$ cat config.mk
export PLATFORM = sky130hd
export DESIGN_NAME = mux2_rr_arbiter
export DESIGN_NICKNAME = d
export VERILOG_FILES = /design/src/rtl/mux2_arb_pkg.sv /design/src/rtl/rr_pick2.sv /design/src/rtl/mux2_rr_arbiter.sv
export SDC_FILE = /design/constraint.sdc
export NUM_CORES = 1
export LEC_CHECK = 0
export BUFFER_PORTS_ARGS = -buffer_cell sky130_fd_sc_hd__buf_4
export CAP_MARGIN = 20
export CORE_ASPECT_RATIO = 1.4
export CORE_UTILIZATION = 45
export CTS_CLUSTER_SIZE = 12
export DETAILED_ROUTE_END_ITERATION = 6
export PLACE_DENSITY = 0.77
export SLEW_MARGIN = 20
export SYNTH_ARGS = -nofsm -noshare
export SYNTH_HDL_FRONTEND = slang
export SYNTH_SLANG_ARGS = --single-unit
$ cat constraint.sdc
create_clock -name clk -period 1.95 [get_ports clk]
set_input_delay 0.39 -clock clk [delete_from_list [all_inputs] [get_ports clk]]
set_output_delay 0.39 -clock clk [all_outputs]
set_load 0.005 [all_outputs]
$ cat src/rtl/mux2_arb_pkg.sv
// Shared types and constants for the two-requester round-robin arbiter.
// Optional packet locking is enabled by defining ARB_PKT_LOCK_EN.
package mux2_arb_pkg;

  // Ownership state: IDLE arbitrates every beat, OWNk locks the grant to k.
  typedef enum logic [1:0] {
    IDLE = 2'd0,
    OWN0 = 2'd1,
    OWN1 = 2'd2
  } arb_state_t;

  // Requester indices as carried on out_src.
  localparam logic SRC0 = 1'b0;
  localparam logic SRC1 = 1'b1;

  // Default widths for the top-level parameters.
  localparam int CNT_W_DEFAULT  = 16;
  localparam int DATA_W_DEFAULT = 8;

endpackage

$ cat src/rtl/rr_pick2.sv
// Combinational winner selection for two requesters.
// A locked state restricts eligibility to the owning requester; otherwise
// a lone requester wins and a tie is resolved by the priority bit.
module rr_pick2
  import mux2_arb_pkg::*;
(
  input  logic [1:0] in_valid,
  input  logic       prio,
  input  arb_state_t state,
  output logic       win_valid,
  output logic       win_idx
);

  logic [1:0] eligible;

  // Mask out the non-owning requester while a packet holds the grant.
  always_comb begin
    eligible = in_valid;
    case (state)
      IDLE:    eligible = in_valid;
      OWN0:    eligible = in_valid & 2'b01;
      OWN1:    eligible = in_valid & 2'b10;
      default: eligible = in_valid;
    endcase
  end

  // Pick the winner among the eligible requesters.
  always_comb begin
    win_valid = 1'b0;
    win_idx   = SRC0;
    case (eligible)
      2'b01: begin
        win_valid = 1'b1;
        win_idx   = SRC0;
      end
      2'b10: begin
        win_valid = 1'b1;
        win_idx   = SRC1;
      end
      2'b11: begin
        win_valid = 1'b1;
        win_idx   = prio;
      end
      default: begin
        win_valid = 1'b0;
        win_idx   = SRC0;
      end
    endcase
  end

endmodule

$ cat src/rtl/mux2_rr_arbiter.sv
// Round-robin share of one registered valid/ready output between two
// requesters, with saturating per-requester grant counters.
// Defining ARB_PKT_LOCK_EN adds in_last and keeps the grant on one requester
// until the last beat of its packet has transferred.
module mux2_rr_arbiter
  import mux2_arb_pkg::*;
#(
  parameter int DATA_W = DATA_W_DEFAULT,
  parameter int CNT_W  = CNT_W_DEFAULT
) (
  input  logic              clk,
  input  logic              rst,
  input  logic [1:0]        in_valid,
  input  logic [DATA_W-1:0] in_data0,
  input  logic [DATA_W-1:0] in_data1,
`ifdef ARB_PKT_LOCK_EN
  input  logic [1:0]        in_last,
`endif
  output logic [1:0]        in_ready,
  output logic              out_valid,
  output logic [DATA_W-1:0] out_data,
  output logic              out_src,
  input  logic              out_ready,
  output logic [CNT_W-1:0]  gnt_cnt0,
  output logic [CNT_W-1:0]  gnt_cnt1
);

  localparam logic [CNT_W-1:0] CNT_MAX = {CNT_W{1'b1}};
  localparam logic [CNT_W-1:0] CNT_ONE = {{(CNT_W-1){1'b0}}, 1'b1};

  arb_state_t        state_r;
  logic              prio_r;
  logic              win_valid;
  logic              win_idx;
  logic              space;
  logic              xfer;
  logic              both_valid;
  logic              beat_last;
  logic [DATA_W-1:0] sel_data;

  rr_pick2 u_pick (
    .in_valid  (in_valid),
    .prio      (prio_r),
    .state     (state_r),
    .win_valid (win_valid),
    .win_idx   (win_idx)
  );

  // Handshake qualifiers: slot availability, accept strobe and the 2:1 mux.
  always_comb begin
    space      = !out_valid || out_ready;
    both_valid = &in_valid;
    if (win_valid && space && !rst) begin
      in_ready = win_idx ? 2'b10 : 2'b01;
    end else begin
      in_ready = 2'b00;
    end
    xfer     = |(in_valid & in_ready);
    sel_data = win_idx ? in_data1 : in_data0;
  end

  // Last-beat marker of the winning requester; every beat is last without locking.
  always_comb begin
`ifdef ARB_PKT_LOCK_EN
    beat_last = win_idx ? in_last[1] : in_last[0];
`else
    beat_last = 1'b1;
`endif
  end

  // Output register: load on accept, drain when consumed, hold under backpressure.
  always_ff @(posedge clk) begin
    if (rst) begin
      out_valid <= 1'b0;
      out_data  <= {DATA_W{1'b0}};
      out_src   <= SRC0;
    end else if (xfer) begin
      out_valid <= 1'b1;
      out_data  <= sel_data;
      out_src   <= win_idx;
    end else if (out_ready) begin
      out_valid <= 1'b0;
    end else begin
      out_valid <= out_valid;
    end
  end

  // Round-robin pointer: hand priority to the loser after a contested last beat.
  always_ff @(posedge clk) begin
    if (rst) begin
      prio_r <= SRC0;
    end else if (xfer && both_valid && beat_last) begin
      prio_r <= ~win_idx;
    end else begin
      prio_r <= prio_r;
    end
  end

  // Ownership FSM: lock onto a requester for the body of a multi-beat packet.
  always_ff @(posedge clk) begin
    if (rst) begin
      state_r <= IDLE;
    end else begin
`ifdef ARB_PKT_LOCK_EN
      case (state_r)
        IDLE: begin
          if (xfer && !beat_last) begin
            state_r <= win_idx ? OWN1 : OWN0;
          end else begin
            state_r <= IDLE;
          end
        end
        OWN0, OWN1: begin
          if (xfer && beat_last) begin
            state_r <= IDLE;
          end else begin
            state_r <= state_r;
          end
        end
        default: state_r <= IDLE;
      endcase
`else
      state_r <= IDLE;
`endif
    end
  end

  // Saturating grant counters, one per requester.
  always_ff @(posedge clk) begin
    if (rst) begin
      gnt_cnt0 <= {CNT_W{1'b0}};
      gnt_cnt1 <= {CNT_W{1'b0}};
    end else begin
      if (xfer && (win_idx == SRC0) && (gnt_cnt0 != CNT_MAX)) begin
        gnt_cnt0 <= gnt_cnt0 + CNT_ONE;
      end else begin
        gnt_cnt0 <= gnt_cnt0;
      end
      if (xfer && (win_idx == SRC1) && (gnt_cnt1 != CNT_MAX)) begin
        gnt_cnt1 <= gnt_cnt1 + CNT_ONE;
      end else begin
        gnt_cnt1 <= gnt_cnt1;
      end
    end
  end

endmodule

==> results of run 1 <==
-- area by class of cell --
class                      count  area, um^2
clock buffer                   5        68.8
clock inverter                 3        67.6
fill                         373        1470
inverter                       5        26.3
multi-input combinational    172        1140
sequential                    43         861
tap                           60        75.1
timing repair buffer          80         604
-- report_power, final --
| group | leakage [nW] | internal (mW) | switching (mW) |
|---|---|---|---|
| logic | 0.716 | 0.0832 | 0.0817 |
| clock network | 0.0644 | 0.511 | 0.316 |
| registers | 0.348 | 0.895 | 0.00972 |
-- kinds of logic (layout without fill, tap and decap cells) --
kind of cell	Yosys count	after routing
buf+inv	13	93
simple gates	113	113
compound gates	39	39
mux	5	5
fa+ha+maj	2	2
xor+xnor	13	13
flops	43	43
-- worst max-delay path by stage --
stage                              from                        to  slack [ns]  cells after the start
2_1_floorplan  gnt_cnt1[0]$_SDFFE_PP0P_  gnt_cnt1[6]$_SDFFE_PP0P_        0.15                      7
3_3_place_gp   gnt_cnt1[9]$_SDFFE_PP0P_  gnt_cnt1[6]$_SDFFE_PP0P_        0.15                      5
3_5_place_dp   gnt_cnt1[0]$_SDFFE_PP0P_  gnt_cnt1[6]$_SDFFE_PP0P_        0.11                      6
4_1_cts             prio_r$_SDFFE_PP0P_               in_ready[1]        0.08                      5
5_1_grt          out_valid$_SDFFE_PP0P_               in_ready[0]        0.04                      5
6_report         out_valid$_SDFFE_PP0P_               in_ready[0]        0.14                      5
-- synthesized netlist by cell type, types with 3 or more instances --
master     n
a222oi_1   8
and4_1     3
nand2_1   19
nand3_1   14
a21oi_1   11
nor3_1    11
nand4_2    3
xnor2_1    7
mux2i_1    5
buf_2      3
nand4_1    9
nor2_1    29
xor2_1     6
or4_1      6
clkbuf_1   3
dfxtp_1   43
o21ai_0    4
o31ai_1    5
-- through the flow --
step           hold slack, ns  cells
2_1_floorplan           0.472    228
3_3_place_gp            0.474    360
3_5_place_dp            0.488    360
4_1_cts                 0.334    368
5_1_grt                 0.337    368
6_report                0.343    368
-- tightest hold or removal path: cells and delay by family --
family / cells / cell delay [ns]
AO/OA/AOI/OAI: 1 / 0.07
buffers and inverters: 1 / 0.08
AND/OR/NAND/NOR: 1 / 0.08
-- state kept, by name (all words and copies together) (netlist names) --
register / count
gnt_cnt0: 16
gnt_cnt1: 16
out_data: 8
out_src: 1
out_valid: 1
prio_r: 1
-- routing by layer --
layer,up-vias,GRT usage [%]
met3,6,4.98
met4,0,11.9
met2,54,38.5
met5,-,0
li1,1023,-
met1,963,25.4
-- repair_timing --
item,4_1_cts,5_1_grt
endpoints found under the setup margin,0,3
gates resized for setup,0,2
hold buffers,0,0
==> results.yml, run 1 <==
die:
  die_h_um: 82.2
  die_w_um: 59.3
  rows: 28
  ios: 65
  start_util_pct: 48.0
  core_area_um2: 4310
  die-area_um2: 4880
synth:
  yosysTopAreaCellShare_pct: 41.6
  syn_area_um2: 2070
  ys_ff_latch: 43
  synth.area.top_cells: "dfxtp_1 42%, nor2_1 5.3%, a222oi_1 3.9%"
  synthAdderAreaFrac_pct: 1.21
  synth-main-ff-cell: "dfxtp_1"
  synth_warnings: 0
  synth_cell_type_count: 47
  synthArstFlopShare_pct: 0
  synthXorXnorAreaFrac_pct: 5.50
  syn_area_per_cell_um2: 9.08
  yosys.area.top_type: "dfxtp_1"
  synth_top_family_by_area: "simple AND/OR/NAND/NOR gates"
  synth-edff-count: 0
  synth-simple-area-share_pct: 31.9
  netlist_instances: 228
  seq_area_frac_synth_pct: 41.6
  muxShareOfSynthArea_pct: 2.42
  synth_compound_area_share_pct: 13.8
  syn-num-nets: 251
setup_path:
  slowest_delay_ns: 0.32
  path_cells: "nand2b_2 -> nand4_4 -> inv_2 -> buf_4 -> buf_4"
  r2r_cells: 5
  crit_required_ns: 1.56
  ff2ff_setup_slack_ns: 0.21
  path_buf_inv: 3
  start_kind: "flop"
  critical-path-top-delay-family: "buffers and inverters"
  crit_arrival_ns: 1.42
  criticalPathCategory: "reg2out"
  critPathMostFrequentCell: "buf_4"
  cp-end-kind: "output pin"
  worst-path-max-fanout: 9
  reg2reg_from: "gnt_cnt1[3]$_SDFFE_PP0P_"
  slowest_stage: "dfxtp_1"
  rr_endpoint: "gnt_cnt1[11]$_SDFFE_PP0P_"
route:
  wl_per_cell_um: 13.8
  ant_nets: 0
  drt_pass1_iterations: 5
  vias: 2046
  drt-met1-wl_um: 2130
  top_layer: "met4"
  wirelength_um: 5080
  drc: 0
  wl_met2_um: 2650
  dr_wl_met3_um: 229
  via_per_inst: 5.56
  first_iter_violations: 119
power_and_ir_drop:
  power.total_mw: 1.90
  ir_worst_vdd_v: 0.000535
  powerDensity_nw_per_um2: 668
  leakagePower_nw: 1.13
clocking:
  clockBufferDepth: 2
  clkLatencyLatePin_ns: 0.30
  cts-root-buf: "clkbuf_8"
  post_cts_buffers: 0
  clock_sinks: 43
  cts_tree: "built"
  cts-htree-levels: 2
  cts.clk_slew.worst_paths_ns: 0.08
  cts_buffers: 5
hold_path:
  hold_class: "in2reg"
  whs_endpoint: "out_data[1]$_SDFFE_PP0P_"
  min_from: "in_data1[1]"
  min_path_cells: 3
timing:
  setup_tns_ns: 0
  final-setup-viol-count: 0
  hold_viol: 0
  finalCritPeriodShare_pct: 92.6
  clock.fmax_mhz: 554
  finalWorstPathRequiredPeriod_ns: 1.81
  final_max_slew_viol_count: 0
  tightest_slew_ns: 0.921
  relSlewSlack_pct: 38.3
  rsz0062_at_grt: "no"
  setup_slack_ns: 0.145
  clock_skew_ns: 0.00400
place:
  place_area_um2: 2700
  io_buffers: 64
  place_ws_ns: 0.110
  routabilityCongestion: 0.820
  dp_hpwl_um: 3760
final_layout:
  layout_common_cells: "79 x buf_4, 43 x dfxtp_1, 29 x nor2_1, 19 x nand2_1, 14 x nand3_1"
  n_antenna_cell: 0
  final_util_pct: 65.9
  mostFrequentLayoutCell: "buf_4"
  drive_gt1_share_pct: 34.4
  design_area_um2: 2840
  area_delta_synth_final_pct: 37.2
  layout.nets: 330
grt:
  gr-total-overflow: 0
  grt_pass1_wl_um: 8290
  grt_antenna_before_repair: 0
  grt_max_degree: 37
  grt_pass1_vias: 1897
  grt_util_all_layers_pct: 22.4
job:
  cap_violations: 0
run_status:
  status: "finished clean"
Note: power is estimated with default switching activity, not from simulation.
==> run 2: changes to the inputs <==
--- a/config.mk
+++ b/config.mk
@@ -8,11 +8,10 @@
 export BUFFER_PORTS_ARGS = -buffer_cell sky130_fd_sc_hd__buf_4
 export CAP_MARGIN = 20
 export CORE_ASPECT_RATIO = 1.4
-export CORE_UTILIZATION = 45
+export CORE_UTILIZATION = 30
 export CTS_CLUSTER_SIZE = 12
 export DETAILED_ROUTE_END_ITERATION = 6
-export PLACE_DENSITY = 0.77
-export SLEW_MARGIN = 20
+export PLACE_DENSITY = 0.57
 export SYNTH_ARGS = -nofsm -noshare
 export SYNTH_HDL_FRONTEND = slang
 export SYNTH_SLANG_ARGS = --single-unit
==> run 2 against run 1 <==
Setup slack lost 0.046 ns. Routed wire length grew 7.9%. Critical endpoint is now gnt_cnt1[0]$_SDFFE_PP0P_. Sequential power is essentially flat. Cell count grew 9.8%. Utilization shrank 23 points.
==> results.yml, run 2 (synthesis results as in run 1) <==
hold_path:
  whs_endpoint: "out_data[4]$_SDFFE_PP0P_"
  hold_class: "in2reg"
  min_from: "in_data1[4]"
  min_path_cells: 3
final_layout:
  fillers: 668
  n_antenna_cell: 0
  area_delta_synth_final_pct: 37.9
  drive_gt1_share_pct: 34.6
  layout_common_cells: "86 x buf_4, 43 x dfxtp_1, 29 x nor2_1, 19 x nand2_1, 14 x nand3_1"
  layout.nets: 336
  reg_top3: "gnt_cnt0 (16), gnt_cnt1 (16), out_data (8)"
  mostFrequentLayoutCell: "buf_4"
  design_area_um2: 2850
die:
  rows: 35
  core_area_um2: 6610
  start_util_pct: 31.3
  die_w_um: 72.2
  die-area_um2: 7240
  ios: 65
  die_h_um: 100
grt:
  gr-total-overflow: 0
  grt_use_met1_pct: 17.1
  grt_util_all_layers_pct: 15.8
  grt.met2_usage_pct: 30.0
  grt_max_degree: 37
  grt_pass1_wl_um: 9090
  top_usage_layer: "met2"
  grtUsageMet3_pct: 3.11
  grt_antenna_before_repair: 0
  grt_pass1_vias: 1986
timing:
  setup_tns_ns: 0
  hold_viol: 0
  finalWorstPathRequiredPeriod_ns: 1.85
  tightest_slew_ns: 0.758
  rsz0062_at_grt: "no"
  clock_skew_ns: 0.00711
  final_max_slew_viol_count: 0
  finalCritPeriodShare_pct: 94.9
  relSlewSlack_pct: 49.2
  clock.fmax_mhz: 540
  final-setup-viol-count: 0
power_and_ir_drop:
  powerDensity_nw_per_um2: 557
  ir_worst_vdd_v: 0.000291
  leakagePower_nw: 1.13
setup_path:
  cp-end-kind: "flop"
  r2r_cells: 6
  path_cells: "ha_1 -> nand4_1 -> or4_1 -> nand2_4 -> xor2_1 -> nor2_1"
  ff2ff_setup_slack_ns: 0.1
  crit_required_ns: 2.11
  criticalPathCategory: "reg2reg"
  worst-path-max-fanout: 6
  reg2reg_from: "gnt_cnt1[1]$_SDFFE_PP0P_"
  crit_arrival_ns: 2.01
  start_kind: "flop"
  rr_endpoint: "gnt_cnt1[0]$_SDFFE_PP0P_"
  slowest_delay_ns: 0.68
  slowest_stage: "or4_1"
route:
  wl_per_cell_um: 13.6
  drt_pass1_iterations: 5
  wirelength_um: 5480
  via_per_inst: 5.12
  drc: 0
  ant_nets: 0
  first_iter_violations: 108
  vias: 2070
clocking:
  cts_tree: "built"
  postCtsHoldBufs: 0
  clock_sinks: 43
  clockBufferDepth: 2
  cts.clk_slew.worst_paths_ns: 0.07
  cts-root-buf: "clkbuf_8"
  cts_buffers: 5
  cts_resized: 0
  clkLatencyLatePin_ns: 0.29
  post_cts_buffers: 0
  cts-htree-levels: 2
place:
  place_area_um2: 2780
  routabilityCongestion: 0.811
  io_buffers: 64
  dp_hpwl_um: 4100
run_status:
  status: "finished clean"
job:
  cap_violations: 0
[run 2: layer usage]
| metal | vias to the layer above | wire [um] |
|---|---|---|
| met5 | - | 0 |
| li1 | 1027 | - |
| met1 | 987 | 2230 |
| met4 | 0 | 70 |
| met3 | 5 | 238 |
| met2 | 51 | 2950 |
[run 2: power by group]
| part | internal (mW) | switching (mW) |
|---|---|---|
| Sequential | 0.895 | 0.00972 |
| Combinational | 0.0851 | 0.0826 |
| Clock | 0.239 | 0.278 |
[run 2: final cells by class]
cell class	instances	area [um^2]	share of cell area (%)
Multi-Input combinational cell	172	1130	39.7
Sequential cell	43	861	30.2
Timing Repair Buffer	86	646	22.6
Tap cell	92	115	4.03
Clock buffer	6	72.6	2.54
Inverter	5	26.3	0.921
[run 2: worst max-delay path by stage]
stage / slack [ns] / end / cells after the start / start
floorplan: 0.15 / gnt_cnt1[6]$_SDFFE_PP0P_ / 7 / gnt_cnt1[0]$_SDFFE_PP0P_
global placement: 0.15 / gnt_cnt1[6]$_SDFFE_PP0P_ / 6 / gnt_cnt1[0]$_SDFFE_PP0P_
detailed placement: 0.1 / gnt_cnt1[6]$_SDFFE_PP0P_ / 6 / gnt_cnt1[1]$_SDFFE_PP0P_
CTS: 0.08 / gnt_cnt1[0]$_SDFFE_PP0P_ / 6 / gnt_cnt1[1]$_SDFFE_PP0P_
global route: 0.004 / gnt_cnt1[7]$_SDFFE_PP0P_ / 6 / gnt_cnt1[0]$_SDFFE_PP0P_
finish: 0.1 / gnt_cnt1[0]$_SDFFE_PP0P_ / 6 / gnt_cnt1[1]$_SDFFE_PP0P_
[run 2: worst max-delay path: cells and delay by family, from the launching register on]
kind | cells | cell delay [ns]
AND/OR/NAND/NOR | 4 | 1.01
adder cells (fa/ha/maj) | 1 | 0.22
XOR/XNOR | 1 | 0.17
flip-flops | 1 | 0.34
[run 2: per-stage QoR]
stage                     util, %  setup WS (ns)  hold slack (ns)  power [mW]  cells
final                        43.2         0.0988            0.366        1.59    404
after global routing         43.2        0.00361            0.368        1.68    404
after CTS                    43.2         0.0838            0.356        1.62    404
after detailed placement     42.1         0.0980            0.487        1.10    398
after global placement       42.1          0.154            0.472        1.09    398
after floorplan                 -          0.148            0.472        1.00    228
==> run 3: changes to the inputs <==
--- a/config.mk
+++ b/config.mk
@@ -6,12 +6,13 @@
 export NUM_CORES = 1
 export LEC_CHECK = 0
 export BUFFER_PORTS_ARGS = -buffer_cell sky130_fd_sc_hd__buf_4
-export CAP_MARGIN = 20
+export CAP_MARGIN = 25
 export CORE_ASPECT_RATIO = 1.4
 export CORE_UTILIZATION = 30
 export CTS_CLUSTER_SIZE = 12
 export DETAILED_ROUTE_END_ITERATION = 6
 export PLACE_DENSITY = 0.57
+export SETUP_SLACK_MARGIN = 0.1
 export SYNTH_ARGS = -nofsm -noshare
 export SYNTH_HDL_FRONTEND = slang
 export SYNTH_SLANG_ARGS = --single-unit
==> constraint.sdc (replaced) <==
create_clock -name clk -period 1.8 [get_ports clk]
set_input_delay 0.36 -clock clk [delete_from_list [all_inputs] [get_ports clk]]
set_output_delay 0.36 -clock clk [all_outputs]
set_load 0.005 [all_outputs]
==> run 3 against run 2 <==
Sequential share of layout area down 1.5 points. Critical path depth fell by 1. Largest cell class unchanged. Register-to-register slack gained 0.08 ns. Non-clock buffer count increased by 5. Die area unchanged. Utilization grew 2.7 points.
==> results.yml, run 3 (synthesis results as in run 1) <==
timing:
  tightest_slew_ns: 0.892
  clock_skew_ns: 0.00592
  final-setup-viol-count: 0
  clock.fmax_mhz: 605
  setup_slack_ns: 0.148
  setup_tns_ns: 0
  finalCritPeriodShare_pct: 91.8
  finalWorstPathRequiredPeriod_ns: 1.65
  rsz0062_at_grt: "yes"
  hold_viol: 0
  relSlewSlack_pct: 40.3
  final_max_slew_viol_count: 0
final_layout:
  layout_common_cells: "89 x buf_4, 39 x dfxtp_1, 28 x nor2_1, 19 x nand2_1, 14 x nand3_1"
  n_antenna_cell: 0
  mostFrequentLayoutCell: "buf_4"
  drive_gt1_share_pct: 40.1
  final_util_pct: 45.8
  layout.nets: 341
  fillers: 667
  reg_top3: "gnt_cnt0 (16), gnt_cnt1 (16), out_data (8)"
  area_delta_synth_final_pct: 46.4
route:
  drt_pass1_iterations: 4
  wl_per_cell_um: 13.7
  first_iter_violations: 109
  via_per_inst: 5.10
  ant_nets: 0
  wirelength_um: 5620
  vias: 2095
  drc: 0
hold_path:
  whs_endpoint: "out_data[6]$_SDFFE_PP0P_"
  hold_class: "in2reg"
  min_path_cells: 3
  min_from: "in_data1[6]"
grt:
  grt_pass1_vias: 2090
  grt_util_all_layers_pct: 16.1
  grt_max_degree: 37
  grt_pass1_wl_um: 9360
  gr-total-overflow: 0
  grt_antenna_before_repair: 0
setup_path:
  reg2reg_from: "gnt_cnt1[0]$_SDFFE_PP0P_"
  r2r_cells: 6
  critical-path-top-delay-family: "buffers and inverters"
  start_kind: "flop"
  path_buf_inv: 3
  crit_required_ns: 1.44
  worst-path-max-fanout: 18
  rr_endpoint: "gnt_cnt1[7]$_SDFFE_PP0P_"
  cp-end-kind: "output pin"
  criticalPathCategory: "reg2out"
  path_cells: "nand2b_4 -> nand4_4 -> inv_4 -> buf_12 -> buf_4"
  crit_arrival_ns: 1.29
  ff2ff_setup_slack_ns: 0.18
  slowest_delay_ns: 0.35
  slowest_stage: "dfxtp_2"
die:
  die_h_um: 100
  start_util_pct: 31.3
  die_w_um: 72.2
  die-area_um2: 7240
  core_area_um2: 6610
  ios: 65
  rows: 35
power_and_ir_drop:
  pwr-share-clk_pct: 39.8
  p_seq_share_pct: 50.4
  swShare_pct: 22.1
  ir_worst_vdd_v: 0.000338
  switchingPower_uw: 431
  internal-power_mw: 1.52
  power.total_mw: 1.95
  leakagePower_nw: 1.22
  comb_power_share_pct: 9.8
  powerDensity_nw_per_um2: 643
clocking:
  clockBufferDepth: 2
  cts-htree-levels: 2
  cts_tree: "built"
  cts.clk_slew.worst_paths_ns: 0.08
  cts_buffers: 5
  clock_sinks: 43
  postCtsHoldBufs: 0
  clkLatencyLatePin_ns: 0.29
  cts-root-buf: "clkbuf_8"
place:
  io_buffers: 64
  dp_hpwl_um: 4100
  place_ws_ns: 0.0359
  routabilityCongestion: 0.754
job:
  cap_violations: 0
run_status:
  status: "finished clean"
-- run 3: cell count changes in the layout (fill, tap and decap cells not counted), sizes merged --
cell    previous run  this run
bufinv             0         1
clkinv             1         2
buf               86        91
-- run 3: timing repair --
action | 4_1_cts | 5_1_grt
gates resized for setup | 7 | 11
setup endpoints to repair | 12 | 22
setup buffers | 0 | 1
pin swaps | 0 | 6
-- run 3: area by class of cell --
cell class	count	area, um^2	share of cell area [%]
Multi-Input combinational cell	172	1200	39.6
Clock inverter	2	35.0	1.16
Clock buffer	6	82.6	2.73
Inverter	5	28.8	0.950
Tap cell	92	115	3.80
Sequential cell	43	868	28.7
Timing Repair Buffer	91	699	23.1
-- run 3: power by group through the flow --
stage / clock network, mW / registers [mW] / logic (mW)
floorplan: 0 / 1.01 / 0.0819
CTS: 0.818 / 0.982 / 0.188
finish: 0.776 / 0.982 / 0.192
global route: 0.847 / 0.985 / 0.209
detailed placement: 0 / 1.00 / 0.183
global placement: 0 / 1.00 / 0.182
-- run 3: worst max path at each step --
| stage | from | end | slack (ns) | cells after the start |
|---|---|---|---|---|
| finish | prio_r$_SDFFE_PP0P_ | in_ready[1] | 0.15 | 5 |
| global route | out_valid$_SDFFE_PP0P_ | in_ready[1] | 0.06 | 5 |
| CTS | prio_r$_SDFFE_PP0P_ | in_ready[1] | 0.04 | 5 |
| detailed placement | gnt_cnt1[0]$_SDFFE_PP0P_ | gnt_cnt1[6]$_SDFFE_PP0P_ | 0.04 | 6 |
| global placement | gnt_cnt1[0]$_SDFFE_PP0P_ | gnt_cnt1[7]$_SDFFE_PP0P_ | 0.06 | 6 |
| floorplan | gnt_cnt1[1]$_SDFFE_PP0P_ | gnt_cnt1[6]$_SDFFE_PP0P_ | 0.10 | 7 |
-- run 3: worst min-delay path, cell delays in order --
cell and delay [ns]:
buf_4 0.08, a222oi_1 0.07, nor2_1 0.08
-- run 3: stage by stage --
step           hold WS [ns]  std cells  cell area [um^2]
2_1_floorplan         0.472        228              2090
3_3_place_gp          0.476        402              2830
3_5_place_dp          0.487        402              2830
4_1_cts               0.308        410              2980
5_1_grt               0.325        411              3030
6_report              0.316        411              3030
-- run 3: routing by layer --
| layer | up-vias | global-route usage, % | share of wire, % |
|---|---|---|---|
| li1 | 1042 | - | - |
| met2 | 51 | 30.8 | 54 |
| met3 | 6 | 2.81 | 3.5 |
| met1 | 996 | 17.6 | 42 |
| met4 | 0 | 5.13 | 0.94 |
| met5 | - | 0 | 0 |
